--- config.mk ---
export PLATFORM = sky130hd
export DESIGN_NAME = grid_line_clear
export DESIGN_NICKNAME = d
export VERILOG_FILES = /design/src/rtl/grid_pkg.sv /design/src/rtl/grid_row_buffer.sv /design/src/rtl/grid_line_clear.sv
export SDC_FILE = /design/constraint.sdc
export NUM_CORES = 1
export LEC_CHECK = 0
export ABC_AREA = 1
export CORE_MARGIN = 2
export CORE_UTILIZATION = 61
export CTS_CLUSTER_SIZE = 16
export DETAILED_ROUTE_END_ITERATION = 8
export GPL_TIMING_DRIVEN = 0
export PLACE_DENSITY = 0.8
export SLEW_MARGIN = 5
export SYNTH_ARGS = -nofsm -noshare
export SYNTH_HDL_FRONTEND = slang
export SYNTH_SLANG_ARGS = --single-unit
--- constraint.sdc ---
create_clock -name clk -period 4.3 [get_ports clk]
set_input_delay 1.29 -clock clk [delete_from_list [all_inputs] [get_ports clk]]
set_output_delay 1.29 -clock clk [all_outputs]
set_load 0.02 [all_outputs]
--- src/rtl/grid_pkg.sv ---
// Shared playfield constants and the compaction FSM state type.
package grid_pkg;

  localparam int GRID_COLS = 10;
  localparam int GRID_ROWS = 20;
  localparam int CELL_W    = 8;
  localparam int ADDR_W    = 8;

  localparam logic [CELL_W-1:0] CELL_EMPTY = 8'h00;

  typedef enum logic [2:0] {
    ST_IDLE  = 3'd0,
    ST_READ  = 3'd1,
    ST_EVAL  = 3'd2,
    ST_WRITE = 3'd3,
    ST_CLEAR = 3'd4,
    ST_DONE  = 3'd5
  } state_t;

endpackage

--- src/rtl/grid_row_buffer.sv ---
// One-row register file holding the row under evaluation, with a full-row flag.
module grid_row_buffer #(
  parameter int COLS   = 10,
  parameter int CELL_W = 8,
  parameter int IDX_W  = $clog2(COLS)
) (
  input  logic              clk,
  input  logic              i_we,
  input  logic [IDX_W-1:0]  i_widx,
  input  logic [CELL_W-1:0] i_wdata,
  input  logic [IDX_W-1:0]  i_ridx,
  output logic [CELL_W-1:0] o_rdata,
  output logic              o_row_full
);

  logic [CELL_W-1:0] r_cells [COLS];

  // Capture one cell per cycle while the row is being read.
  always_ff @(posedge clk) begin
    if (i_we) begin
      r_cells[i_widx] <= i_wdata;
    end
  end

  assign o_rdata = r_cells[i_ridx];

  // A row is full when no cell is empty.
  always_comb begin
    o_row_full = 1'b1;
    for (int i = 0; i < COLS; i++) begin
      if (r_cells[i] == {CELL_W{1'b0}}) begin
        o_row_full = 1'b0;
      end
    end
  end

endmodule

--- src/rtl/grid_line_clear.sv ---
// Row compaction engine: removes full rows from Grid_Mem through port A,
// shifts the remaining rows down and zero-fills the vacated top rows.
//
// Handshake: start is a one-cycle request honoured only while busy is low;
// busy rises the cycle after acceptance and stays high through the done
// pulse; requests while busy is high are dropped, never queued.
module grid_line_clear
  import grid_pkg::*;
#(
  parameter int COLS   = grid_pkg::GRID_COLS,
  parameter int ROWS   = grid_pkg::GRID_ROWS,
  parameter int CELL_W = grid_pkg::CELL_W,
  parameter int ADDR_W = grid_pkg::ADDR_W
) (
  input  logic              clk,
  input  logic              reset,
  input  logic              start,
  output logic              busy,
  output logic              done,
  output logic [4:0]        lines_cleared,
  output logic [ADDR_W-1:0] grid_addr,
  output logic [CELL_W-1:0] grid_wdata,
  output logic              grid_we,
  input  logic [CELL_W-1:0] grid_rdata,
  output state_t            dbg_state
);

  localparam int RW    = $clog2(ROWS);
  localparam int CCW   = $clog2(COLS + 1);
  localparam int IDX_W = $clog2(COLS);

  localparam logic [RW-1:0]     ROW_LAST  = RW'(ROWS - 1);
  localparam logic [ADDR_W-1:0] BASE_LAST = ADDR_W'((ROWS - 1) * COLS);
  localparam logic [ADDR_W-1:0] ROW_STEP  = ADDR_W'(COLS);
  localparam logic [CCW-1:0]    C_LAST    = CCW'(COLS - 1);
  localparam logic [CCW-1:0]    C_END     = CCW'(COLS);
  localparam logic [CCW-1:0]    C_ONE     = CCW'(1);

  state_t            r_state, w_next;
  logic [RW-1:0]     r_rd_row, r_wr_row;
  logic [ADDR_W-1:0] r_rd_base, r_wr_base;
  logic [CCW-1:0]    r_col;
  logic [4:0]        r_lines;

  logic              w_buf_we;
  logic [IDX_W-1:0]  w_buf_widx;
  logic [IDX_W-1:0]  w_buf_ridx;
  logic [CELL_W-1:0] w_buf_rdata;
  logic              w_row_full;
  logic              w_last_row;

  grid_row_buffer #(
    .COLS   (COLS),
    .CELL_W (CELL_W),
    .IDX_W  (IDX_W)
  ) u_row_buf (
    .clk        (clk),
    .i_we       (w_buf_we),
    .i_widx     (w_buf_widx),
    .i_wdata    (grid_rdata),
    .i_ridx     (w_buf_ridx),
    .o_rdata    (w_buf_rdata),
    .o_row_full (w_row_full)
  );

  // The read pointer sitting on row 0 means the scan ends after this row.
  assign w_last_row = (r_rd_row == '0);

  // Next-state and port A drive, decoded from the registered state.
  always_comb begin
    w_next     = r_state;
    grid_we    = 1'b0;
    grid_addr  = '0;
    grid_wdata = '0;
    w_buf_we   = 1'b0;
    w_buf_widx = '0;
    w_buf_ridx = '0;
    case (r_state)
      ST_IDLE: begin
        if (start) w_next = ST_READ;
      end
      ST_READ: begin
        if (r_col < C_END) grid_addr = r_rd_base + ADDR_W'(r_col);
        else               grid_addr = r_rd_base;
        // Read data lags the address by one cycle, so cell c lands at c+1.
        if (r_col >= C_ONE) begin
          w_buf_we   = 1'b1;
          w_buf_widx = IDX_W'(r_col - C_ONE);
        end
        if (r_col == C_END) w_next = ST_EVAL;
      end
      ST_EVAL: begin
        if (w_row_full) begin
          w_next = w_last_row ? ST_CLEAR : ST_READ;
        end else if (r_rd_row == r_wr_row) begin
          if (w_last_row) w_next = (r_lines != '0) ? ST_CLEAR : ST_DONE;
          else            w_next = ST_READ;
        end else begin
          w_next = ST_WRITE;
        end
      end
      ST_WRITE: begin
        grid_we    = 1'b1;
        grid_addr  = r_wr_base + ADDR_W'(r_col);
        w_buf_ridx = IDX_W'(r_col);
        grid_wdata = w_buf_rdata;
        if (r_col == C_LAST) begin
          if (w_last_row) w_next = (r_lines != '0) ? ST_CLEAR : ST_DONE;
          else            w_next = ST_READ;
        end
      end
      ST_CLEAR: begin
        grid_we    = 1'b1;
        grid_addr  = r_wr_base + ADDR_W'(r_col);
        grid_wdata = CELL_W'(CELL_EMPTY);
        if (r_col == C_LAST && r_wr_row == '0) w_next = ST_DONE;
      end
      ST_DONE: begin
        w_next = ST_IDLE;
      end
      default: begin
        w_next = ST_IDLE;
      end
    endcase
  end

  // State register plus row pointers, row bases, column counter and line count.
  always_ff @(posedge clk) begin
    if (reset) begin
      r_state   <= ST_IDLE;
      r_rd_row  <= '0;
      r_wr_row  <= '0;
      r_rd_base <= '0;
      r_wr_base <= '0;
      r_col     <= '0;
      r_lines   <= '0;
    end else begin
      r_state <= w_next;
      case (r_state)
        ST_IDLE: begin
          if (start) begin
            r_lines   <= '0;
            r_rd_row  <= ROW_LAST;
            r_wr_row  <= ROW_LAST;
            r_rd_base <= BASE_LAST;
            r_wr_base <= BASE_LAST;
            r_col     <= '0;
          end
        end
        ST_READ: begin
          r_col <= (r_col == C_END) ? '0 : r_col + C_ONE;
        end
        ST_EVAL: begin
          if (w_row_full) begin
            r_lines   <= r_lines + 5'd1;
            r_rd_row  <= r_rd_row - 1'b1;
            r_rd_base <= r_rd_base - ROW_STEP;
          end else if (r_rd_row == r_wr_row) begin
            r_rd_row  <= r_rd_row - 1'b1;
            r_rd_base <= r_rd_base - ROW_STEP;
            r_wr_row  <= r_wr_row - 1'b1;
            r_wr_base <= r_wr_base - ROW_STEP;
          end
        end
        ST_WRITE: begin
          if (r_col == C_LAST) begin
            r_col     <= '0;
            r_rd_row  <= r_rd_row - 1'b1;
            r_rd_base <= r_rd_base - ROW_STEP;
            r_wr_row  <= r_wr_row - 1'b1;
            r_wr_base <= r_wr_base - ROW_STEP;
          end else begin
            r_col <= r_col + C_ONE;
          end
        end
        ST_CLEAR: begin
          if (r_col == C_LAST) begin
            r_col <= '0;
            if (r_wr_row != '0) begin
              r_wr_row  <= r_wr_row - 1'b1;
              r_wr_base <= r_wr_base - ROW_STEP;
            end
          end else begin
            r_col <= r_col + C_ONE;
          end
        end
        default: begin
        end
      endcase
    end
  end

  assign busy          = (r_state != ST_IDLE);
  assign done          = (r_state == ST_DONE);
  assign lines_cleared = r_lines;
  assign dbg_state     = r_state;

endmodule

==> summary.md, run 1 <==
| Metric | Value |
|---|---|
| Remaining DRCs | `0` |
| Vias | `7,054` |
| Post-CTS setup buffers | `0` |
| Count of pins over their slew limit | `0` |
| Vias/cell | `5.948` |
| Share of cells above drive strength 1 | `8.911%` |
| Routed wire length | `22,260 um` |
| Post-DP Area | `roughly 0.009 mm2` |
| PwrDens | `548.3 mW/mm2` |
| PortBufs | `37` |
| Io pins | `38` |
| Comb pwr share | `29.9%` |
| Status | `finished, final reports clean` |
| Crit-path max cell delay | `between 0.4 and 0.5 ns` |
| Hold path startpoint | `r_wr_row[4]$_SDFFE_PP0P_` |
| Wire per inst | `18.77 um` |
| Worst clock skew | `0.01206 ns` |
| Required @ worst endpoint | `3.01 ns` |
| Hold path endpoint | `r_wr_row[4]$_SDFFE_PP0P_` |
| Max Cap Viol | `0` |
| Root buffer cell | `clkbuf_16` |
| EDFF count, synth | `128` |
| LEAKAGE | `3.929 nW` |
| Total global-route track usage | `approximately a third` |
| Clock Path Buffers | `2` |
| Main synth FF type | `edfxtp_1` |
| First-pass GRT wire length | `roughly 35,000 um` |
| Max Clock Freq | `roughly 240 MHz` |
| Relative max-transition margin | `45.09%` |
| Row cnt | `42` |
| CP startpoint kind | `flip-flop` |
| Clock slew seen by the registers of the worst setup and hold paths | `0.07 ns` |
| Worst Max-Slew Pin Slew | `0.8206 ns` |
| Reg2Reg Setup Slack | `1.41 ns` |
| Sw Share | `between 30 and 40%` |
| Yosys reg bits | `around 160` |
| N_diodes | `0` |
| Final hold slack | `0.4949 ns` |
| Gr ovfl total | `0` |
| Final Instance Area | `0.009595 mm2` |
| Sequential share of the synthesized area | `54.74%` |
| Fin. Hold Viols | `0` |
| Total Neg Setup Slack | `0 ns` |
| CTS tree | `built` |
| Hold path cells | `2` |
| Peak supply drop | `approximately 0.34 mV` |
| Total core area | `roughly 0.013 mm2` |
| Worst-Skew Late Latency | `0.44 ns` |
| Commonest non-fill, non-tap cell in the layout | `nand2_1` |
| Worst path slowest cell | `dfxtp_1` |
| Initial DRT Pass Iterations | `7` |
| P_int | `3.393 mW` |
| Ys Warns | `0` |
| Post-Syn Area per Cell | `8.861 um2` |
| FF-to-FF End | `u_row_buf.r_cells[9][5]$_DFFE_PP_` |
| Initial Util | `62.71%` |
| Cell mode on critical path | `inv_1` |
| Final nets | `1,025` |
| Commonest cells after routing, fill and taps aside | `nand2_1 (229), edfxtp_1 (128), nor2_1 (110), nand3_1 (102), inv_1 (89)` |
| Final Cycle Share | `a little over nine tenths` |
| Critical path endpoint category | `primary output` |
| Crit path time final | `4.184 ns` |
| Cell accounting for the most synthesized area | `edfxtp_1` |
| Iter 0 DRT Violations | `827` |
| Share of the synthesized area in the top cell type | `46.10%` |
| Critical path peak fanout | `10` |
| Die Y | `around 120 um` |
| Setup-failing EPs final | `0` |
| Initial antenna violation count | `0` |
| Worst Path Arrival | `2.89 ns` |
| H-tree Lvls | `4` |
| Final Core Density | `72.17%` |
| Clock group share of total power | `31.9%` |
| RSZ-0062 raised after global routing | `false` |
| Cells after synthesis | `941` |
| Cell area after synthesis | `0.008338 mm2` |
| Share of flip-flops with an asynchronous set or reset | `0%` |
| Psw | `between 1.5 and 2 mW` |
| Cts bufs inserted | `17` |
| Clk sinks | `between 150 and 200` |
| Worst Hold Class | `reg -> reg` |
| Die Wd | `120.9 um` |
| Library cells used by synthesis | `43` |
| Die area | `between 0.01 and 0.015 mm2` |
| Crit Path Class | `reg -> out` |
| Synth-to-Final Area Change | `15.08%` |
| DP HPWL | `between 15,000 and 20,000 um` |
| R2R depth | `8` |
| Vias in the first global route | `6,854` |
| R2r startpoint | `r_col[0]$_SDFFE_PP0P_` |
| Flop pwr share | `a little under two fifths` |
| Pwr Total | `5.262 mW` |
| Final GP Congestion | `0.9075` |
| Largest net degree at the start of global routing | `17` |
| Synthesized net count | `969` |
| CP cell instances | `inv_1 > nor2_2 > nand2_2 > nor2_4 > inv_1 > clkbuf_2 > nand3_1 > nand2_1 > a31oi_2 > nor2_1 > dlygate4sd2_1` |
| Largest cells by area after synthesis | `edfxtp_1 (46%), nand2_1 (10%), dfxtp_1 (8.6%), nand3_1 (6.1%), nor2_1 (5.0%)` |
| Antenna Nets Post-Route | `0` |
==> state kept, by name, indices dropped and copies added, names as in the netlist <==
signal / cells
u_row_buf.r_cells: 128
r_rd_base: 7
r_wr_base: 7
lines_cleared: 5
r_rd_row: 5
r_wr_row: 5
r_col: 4
dbg_state: 3
==> cell usage after synthesis (3+ instances only) <==
cell,number
a21oi_1,55
ha_1,17
inv_1,90
nor3_1,6
dfxtp_1,36
nor2_1,111
buf_4,3
o31ai_1,3
inv_2,5
o211ai_1,11
a31oi_1,5
xor2_1,8
clkbuf_1,11
nor2_2,3
nor2_4,5
buf_6,5
xnor2_1,5
nand2_1,229
edfxtp_1,128
nand2_4,5
nand3_1,102
nand2_2,3
buf_2,9
or2_2,10
o21ai_0,34
o21ai_1,3
nand4_1,16
==> through the flow <==
step / cells / worst slack (ns)
final: 1186 / 0.1156
after global routing: 1186 / 0.004089
after CTS: 1186 / 0.02685
after detailed placement: 1154 / 0.2492
after global placement: 1154 / 0.2082
after floorplan: 941 / 1.077
==> layer usage <==
metal,GRT usage (%),part of all wire [%],vias up
met5,0,0,-
met4,16.93,4.5,0
met3,7.613,8.9,82
met2,53.83,49,410
met1,38.50,38,3267
li1,-,-,3295
==> layout make-up <==
class / instances / area [um2]
Buffer: 29 / 175.2
Clock buffer: 18 / 429.2
Clock inverter: 14 / 215.2
Fill cell: 987 / 3700
Inverter: 95 / 356.6
Multi-Input combinational cell: 653 / 3257
Sequential cell: 164 / 4571
Tap cell: 176 / 220.2
Timing Repair Buffer: 37 / 371.6
==> worst max-delay path by stage <==
stage | startpoint | endpoint | slack [ns] | depth (start not counted)
after CTS | dbg_state[2]$_SDFFE_PP0P_ | grid_wdata[4] | 0.03 | 11
final | dbg_state[1]$_SDFFE_PP0P_ | grid_wdata[6] | 0.12 | 11
after global routing | dbg_state[1]$_SDFFE_PP0P_ | grid_wdata[7] | 0.004 | 11
after global placement | dbg_state[2]$_SDFFE_PP0P_ | grid_wdata[6] | 0.21 | 11
after floorplan | dbg_state[1]$_SDFFE_PP0P_ | grid_wdata[2] | 1.08 | 10
after detailed placement | dbg_state[2]$_SDFFE_PP0P_ | grid_wdata[6] | 0.25 | 11
==> repair_timing <==
item / 4_1_cts / 5_1_grt
endpoints found under the setup margin: 8 / 7
hold buffers: 0 / 0
resized for setup: 13 / 10
==> power groups by stage <==
stage | logic (mW) | clock network, mW | registers [mW]
after floorplan | 1.12 | 0 | 2.01
after global placement | 1.49 | 0 | 2.04
after detailed placement | 1.52 | 0 | 2.04
after CTS | 1.55 | 1.67 | 2.01
after global routing | 1.76 | 1.73 | 2.03
final | 1.57 | 1.68 | 2.01
==> critical path: cells and delay by family, from the launching register on <==
family	cells	cell delay, ns
AO/OA/AOI/OAI	1	0.29
buffers and inverters	4	0.78
flip-flops	1	0.44
AND/OR/NAND/NOR	6	0.92
==> logic make-up after synthesis <==
logic type,Yosys count,synth area share [%]
fa+ha+maj,17,2.551
xor+xnor,13,1.366
buf+inv,124,6.302
flops,164,54.74
simple gates,497,26.31
compound gates,126,8.734
(Power assumes the default switching activity.)
==> inputs of run 2 (changes only) <==
Settings changed: TNS_END_PERCENT from default to 30.
==> run 2 against run 1 <==
  * Sequential cell count stayed put
  * Final cell count is the same
  * Largest power group unchanged
  * Critical path type unchanged
  * Total power about the same
  * Clock power barely moved
  * Setup slack lost 0.0076 ns
  * Design area about the same
  * Clock skew barely moved
  * Highest routed layer unchanged
==> summary.md, run 2 (synthesized netlist as in run 1, its figures left out) <==
| Metric | Value |
|---|---|
| Area of the multi-input gates | `0.003257 mm2 (unchanged)` |
| Peak supply drop | `0.3373 mV (-0.32%)` |
| Die area | `0.01462 mm2 (unchanged)` |
| LEAKAGE | `3.930 nW (about the same)` |
| Max Cap Viol | `0 (unchanged)` |
| Met3 GRT Util | `7.613% (unchanged)` |
| Worst clock skew | `0.01229 ns (+0.0002341 ns)` |
| Total core area | `0.01330 mm2 (unchanged)` |
| Worst Max-Slew Pin Slew | `0.8420 ns (+0.02139 ns)` |
| Critical path peak fanout | `10 (unchanged)` |
| Reg2Reg Setup Slack | `1.38 ns (-0.03 ns)` |
| R2R depth | `8 (unchanged)` |
| Vias | `7,081 (+0.38%)` |
| Max Clock Freq | `238.5 MHz (-0.18%)` |
| Final Core Density | `72.18% (about the same)` |
| Cell mode on critical path | `inv_1` |
| Critical path endpoint category | `primary output` |
| Synth-to-Final Area Change | `15.10% (about the same)` |
| Crit Path Class | `reg -> out` |
| DP HPWL | `15,250 um (unchanged)` |
| Remaining DRCs | `0 (unchanged)` |
| H-tree Lvls | `4 (unchanged)` |
| Relative max-transition margin | `43.69% (-1.4 points)` |
| Row cnt | `42 (unchanged)` |
| Clock Path Buffers | `2 (unchanged)` |
| Initial DRT Pass Iterations | `7 (unchanged)` |
| Initial Util | `62.71% (unchanged)` |
| Status | `finished, final reports clean` |
| CP cell instances | `inv_1 > nor2_2 > nand2_2 > nor2_4 > inv_1 > clkbuf_2 > nand3_1 > nand2_1 > a31oi_2 > nor2_1 > dlygate4sd2_1` |
| PortBufs | `37 (unchanged)` |
| Commonest cells after routing, fill and taps aside | `nand2_1 (229), edfxtp_1 (128), nor2_1 (110), nand3_1 (102), inv_1 (89)` |
| Commonest non-fill, non-tap cell in the layout | `nand2_1` |
| Final GP Congestion | `0.9075 (unchanged)` |
| Die Wd | `120.9 um (unchanged)` |
| Vias in the first global route | `6,854 (unchanged)` |
| Gr ovfl total | `0 (unchanged)` |
| Setup-failing EPs final | `0 (unchanged)` |
| Wire per inst | `18.83 um (+0.32%)` |
| Hold path startpoint | `r_wr_row[4]$_SDFFE_PP0P_` |
| Clk sinks | `164 (unchanged)` |
| Antenna Nets Post-Route | `0 (unchanged)` |
| Vias/cell | `5.970 (+0.38%)` |
| Largest net degree at the start of global routing | `17 (unchanged)` |
| Buf/Inv on CP | `4 (unchanged)` |
| Cts bufs inserted | `17 (unchanged)` |
| RSZ-0062 raised after global routing | `false` |
| Largest Register | `u_row_buf.r_cells` |
| Met1 usage | `38.50% (unchanged)` |
| Routed wire length | `22,330 um (+0.32%)` |
| Die Y | `120.9 um (unchanged)` |
| PwrDens | `548.6 mW/mm2 (about the same)` |
| Met2 GRT Util | `53.83% (unchanged)` |
| Final Cycle Share | `97.49% (+0.18 points)` |
| Worst path slowest cell | `dfxtp_1` |
| Required @ worst endpoint | `3.01 ns (about the same)` |
| Setup ws final | `0.1079 ns (-0.007629 ns)` |
| Biggest regs | `u_row_buf.r_cells x128, r_rd_base x7, r_wr_base x7` |
| Final cell count without fillers | `1,186 (unchanged)` |
| First-pass GRT wire length | `35,170 um (unchanged)` |
| Max reg flops | `128 (unchanged)` |
| CTS tree | `built` |
| Worst-Skew Late Latency | `0.44 ns (about the same)` |
| Share of cells above drive strength 1 | `9.010% (+0.099 points)` |
| Io pins | `38 (unchanged)` |
| Count of pins over their slew limit | `0 (unchanged)` |
| Worst Path Arrival | `2.90 ns (about the same)` |
| Root buffer cell | `clkbuf_16` |
| Fill cells | `988 (+0.10%)` |
| Busiest layer in global routing | `met2` |
| Crit-path max cell delay | `0.44 ns (about the same)` |
| Worst Hold Class | `reg -> reg` |
| Fin. Hold Viols | `0 (unchanged)` |
| FF-to-FF End | `u_row_buf.r_cells[9][5]$_DFFE_PP_` |
| R2r startpoint | `r_col[0]$_SDFFE_PP0P_` |
| Hold buffers post-CTS | `0 (unchanged)` |
| CP startpoint kind | `flip-flop` |
| Placed cell count | `1,154 (unchanged)` |
| Final nets | `1,025 (unchanged)` |
| Pre-CTS setup slack | `0.2492 ns (unchanged)` |
| Post-DP Area | `0.008929 mm2 (unchanged)` |
| Register Area | `0.004571 mm2 (unchanged)` |
| Crit path time final | `4.192 ns (+0.007629 ns)` |
| Initial antenna violation count | `0 (unchanged)` |
| Hold path endpoint | `r_wr_row[4]$_SDFFE_PP0P_` |
| Hold path cells | `2 (unchanged)` |
| Iter 0 DRT Violations | `843 (+1.9%)` |
| Post-CTS setup buffers | `0 (unchanged)` |
| Total global-route track usage | `32.13% (unchanged)` |
| Final Instance Area | `0.009597 mm2 (about the same)` |
| Clock slew seen by the registers of the worst setup and hold paths | `0.07 ns (about the same)` |
| N_diodes | `0 (unchanged)` |
| Total Neg Setup Slack | `0 ns (unchanged)` |
| Top cell family by delay on the critical path | `simple AND/OR/NAND/NOR gates` |
run 2: cell counts in the layout (fill, tap and decap cells not counted):
No cell type changed its count.
run 2: worst reg2reg max path, delay by kind of cell, from the launching register on:
| family | cells | cell delay [ns] |
|---|---|---|
| fa+ha+maj | 1 | 0.37 |
| simple gates | 4 | 1.13 |
| buf+inv | 3 | 0.59 |
| flops | 1 | 0.46 |
run 2: layout make-up:
cell class,count,share of cell area [%]
clock inverter,14,2.243
clock buffer,18,4.472
sequential,164,47.63
inverter,95,3.716
timing repair buffer,37,3.872
multi-input combinational,653,33.94
tap,176,2.295
buffer,29,1.838
run 2: per-layer routing:
layer	vias up	share of wire, %
li1	3295	-
met1	3288	38
met2	411	49
met3	87	9.2
met4	0	4.6
met5	-	0
run 2: worst max-delay path by stage:
stage / start / endpoint / slack [ns] / cells after the start
global route: dbg_state[1]$_SDFFE_PP0P_ / grid_wdata[7] / 0.004 / 11
finish: dbg_state[1]$_SDFFE_PP0P_ / grid_wdata[6] / 0.11 / 11
detailed placement: dbg_state[2]$_SDFFE_PP0P_ / grid_wdata[6] / 0.25 / 11
floorplan: dbg_state[1]$_SDFFE_PP0P_ / grid_wdata[2] / 1.08 / 10
global placement: dbg_state[2]$_SDFFE_PP0P_ / grid_wdata[6] / 0.21 / 11
CTS: dbg_state[2]$_SDFFE_PP0P_ / grid_wdata[4] / 0.03 / 11
run 2: report_power, final:
group | internal, mW | switching [mW] | leakage, nW
Combinational | 0.543 | 1.03 | 2.17
Clock | 0.993 | 0.684 | 0.315
Sequential | 1.86 | 0.155 | 1.45
Total | 3.39 | 1.87 | 3.93
run 2: timing repair:
item                                    in CTS  in global routing
gates cloned                                 0                  0
endpoints found under the hold margin        0                  0
endpoints found under the setup margin       8                  7
gates resized for setup                     14                 10
run 2: through the flow:
| stage | hold WS, ns | power, mW |
|---|---|---|
| 2_1_floorplan | 0.4604 | 3.127 |
| 3_3_place_gp | 0.4841 | 3.529 |
| 3_5_place_dp | 0.4877 | 3.564 |
| 4_1_cts | 0.4977 | 5.226 |
| 5_1_grt | 0.5158 | 5.526 |
| 6_report | 0.4949 | 5.265 |
==> inputs of run 3 (changes only) <==
Settings changed: CORE_ASPECT_RATIO from default to 1.1, CORE_MARGIN 2 to default, CORE_UTILIZATION 61 to 55, PLACE_DENSITY 0.8 to 0.74.
==> run 3 against run 2 <==
  * Sequential cell count unchanged
  * Design area decreased by 0.85%
  * Sequential power about the same
  * Die area increased by 7.1%
  * Clock power decreased by 13%
  * Clock skew decreased by 0.0048 ns
  * First-iteration DRC count decreased by 26%
  * Total power decreased by 4.4%
  * Non-clock buffer count unchanged
  * Setup slack got worse by 0.092 ns
  * Largest cell class unchanged
  * Highest routed layer unchanged
==> summary.md, run 3 (synthesized netlist as in run 1, its figures left out) <==
| Metric | Value |
|---|---|
| Final hold slack | `0.4984 ns (+0.003504 ns)` |
| Initial antenna violation count | `0 (unchanged)` |
| Vias/cell | `5.687 (-4.8%)` |
| Die area | `0.01566 mm2 (+7.1%)` |
| Clock slew seen by the registers of the worst setup and hold paths | `0.06 ns (about the same)` |
| RSZ-0062 raised after global routing | `true` |
| Clk sinks | `164 (unchanged)` |
| Crit path time final | `4.284 ns (+0.09225 ns)` |
| Post-DP Area | `0.008949 mm2 (+0.22%)` |
| Post-CTS setup buffers | `0 (unchanged)` |
| Final Instance Area | `0.009515 mm2 (-0.85%)` |
| Worst Path Arrival | `2.99 ns (+0.09 ns)` |
| Pwr Total | `5.034 mW (-4.4%)` |
| Max Clock Freq | `233.4 MHz (-2.2%)` |
| Worst clock skew | `0.007514 ns (-0.004780 ns)` |
| Max reg flops | `128 (unchanged)` |
| Initial DRT Pass Iterations | `5 (-2)` |
| Commonest non-fill, non-tap cell in the layout | `nand2_1` |
| Max Cap Viol | `0 (unchanged)` |
| Final Cycle Share | `99.64% (+2.1 points)` |
| Vias in the first global route | `6,392 (-6.7%)` |
| Cts bufs inserted | `17 (unchanged)` |
| Hold path cells | `2 (unchanged)` |
| Routed wire length | `21,700 um (-2.8%)` |
| PwrDens | `529.0 mW/mm2 (-3.6%)` |
| Synth-to-Final Area Change | `14.12%` |
| Worst-Skew Late Latency | `0.43 ns (about the same)` |
| Setup ws final | `0.01569 ns (-0.09225 ns)` |
| First-pass GRT wire length | `33,960 um (-3.4%)` |
| Total core area | `0.01462 mm2 (+10%)` |
| Commonest cells after routing, fill and taps aside | `nand2_1 (229), edfxtp_1 (128), nor2_1 (110), nand3_1 (102), inv_1 (89)` |
| Status | `finished, final reports clean` |
| Share of cells above drive strength 1 | `8.333% (-0.68 points)` |
| Largest net degree at the start of global routing | `17 (unchanged)` |
| Initial Util | `57.04% (-5.7 points)` |
| Total global-route track usage | `28.87% (-3.3 points)` |
| Largest Register | `u_row_buf.r_cells` |
| Die Wd | `119.4 um (-1.3%)` |
| Antenna Nets Post-Route | `0 (unchanged)` |
| Fin. Hold Viols | `0 (unchanged)` |
| PortBufs | `37 (unchanged)` |
| Biggest regs | `u_row_buf.r_cells x128, r_rd_base x7, r_wr_base x7` |
| Final Core Density | `65.09% (-7.1 points)` |
| Peak supply drop | `0.3417 mV (+1.3%)` |
| Iter 0 DRT Violations | `628 (-26%)` |
| Relative max-transition margin | `46.98% (+3.3 points)` |
| Row cnt | `46 (+9.5%)` |
| Worst Hold Class | `reg -> reg` |
| Setup-failing EPs final | `0 (unchanged)` |
| Clock Path Buffers | `2 (unchanged)` |
| Io pins | `38 (unchanged)` |
| LEAKAGE | `3.835 nW (-2.4%)` |
| Pre-CTS setup slack | `0.3021 ns (+0.05284 ns)` |
| Final nets | `1,025 (unchanged)` |
| Crit Path Class | `reg -> out` |
| Final GP Congestion | `0.9725 (+7.2%)` |
| Wire per inst | `18.09 um (-3.9%)` |
| Vias | `6,824 (-3.6%)` |
| Critical path peak fanout | `10 (unchanged)` |
| R2R depth | `8 (unchanged)` |
| Hold buffers post-CTS | `0 (unchanged)` |
| Required @ worst endpoint | `3.01 ns (about the same)` |
| Die Y | `131.1 um (+8.5%)` |
| CTS tree | `built` |
| Count of pins over their slew limit | `0 (unchanged)` |
| H-tree Lvls | `4 (unchanged)` |
| Gr ovfl total | `0 (unchanged)` |
| DP HPWL | `15,430 um (+1.2%)` |
| Remaining DRCs | `0 (unchanged)` |
| N_diodes | `0 (unchanged)` |
| CP startpoint kind | `flip-flop` |
| Root buffer cell | `clkbuf_16` |
| Fill cells | `1,244 (+26%)` |
| Critical path endpoint category | `primary output` |
| Worst Max-Slew Pin Slew | `0.7929 ns (-0.04909 ns)` |
run 3: final timing paths:
| path | from | endpoint | slack, ns |
|---|---|---|---|
| hold / removal | r_wr_base[6]$_SDFFE_PP0P_ | r_wr_base[6]$_SDFFE_PP0P_ | 0.50 |
| setup reg to reg | r_col[0]$_SDFFE_PP0P_ | u_row_buf.r_cells[4][3]$_DFFE_PP_ | 1.56 |
| hold reg to reg | r_wr_base[6]$_SDFFE_PP0P_ | r_wr_base[6]$_SDFFE_PP0P_ | 0.50 |
| setup / recovery | r_col[0]$_SDFFE_PP0P_ | grid_wdata[6] | 0.02 |
run 3: per-stage QoR:
stage	instances	TNS [ns]
after floorplan	941	0
after global placement	1170	0
after detailed placement	1170	0
after CTS	1200	0
after global routing	1200	-0.1187
final	1200	0
run 3: area by class of cell:
type / count / area, um2 / share of cell area [%]
timing repair buffer: 37 / 366.6 / 3.853
clock buffer: 19 / 432.9 / 4.550
tap: 192 / 240.2 / 2.525
sequential: 164 / 4568 / 48.01
multi-input combinational: 653 / 3251 / 34.16
clock inverter: 11 / 127.6 / 1.341
buffer: 29 / 172.7 / 1.815
inverter: 95 / 356.6 / 3.748
run 3: where the power goes:
group          switching (mW)  leakage [nW]  total, mW  internal, mW
Clock                   0.619         0.264       1.47         0.851
Combinational            1.01          2.12       1.55         0.540
Sequential              0.156          1.45       2.01          1.86
Total                    1.79          3.84       5.03          3.25
run 3: worst max-delay path: stages (launching register included):
cell	delay [ns]
dfxtp_1	0.44
clkbuf_2	0.32
clkbuf_1	0.42
a21oi_1	0.12
o21ai_0	0.14
nand3_1	0.15
nand3_1	0.14
nand2_1	0.11
nor2_1	0.12
clkdlybuf4s50_1	0.61
run 3: repair_timing:
action	in CTS	in global routing
endpoints found under the setup margin	7	6
gates cloned	0	0
gates resized for setup	8	5
run 3: per-layer routing:
| layer | global-route usage (%) | part of all wire (%) | vias to the layer above |
|---|---|---|---|
| li1 | - | - | 3291 |
| met1 | 36.17 | 41 | 3182 |
| met2 | 47.51 | 49 | 286 |
| met3 | 5.078 | 6.0 | 65 |
| met4 | 15.42 | 4.1 | 0 |
| met5 | 0 | 0 | - |
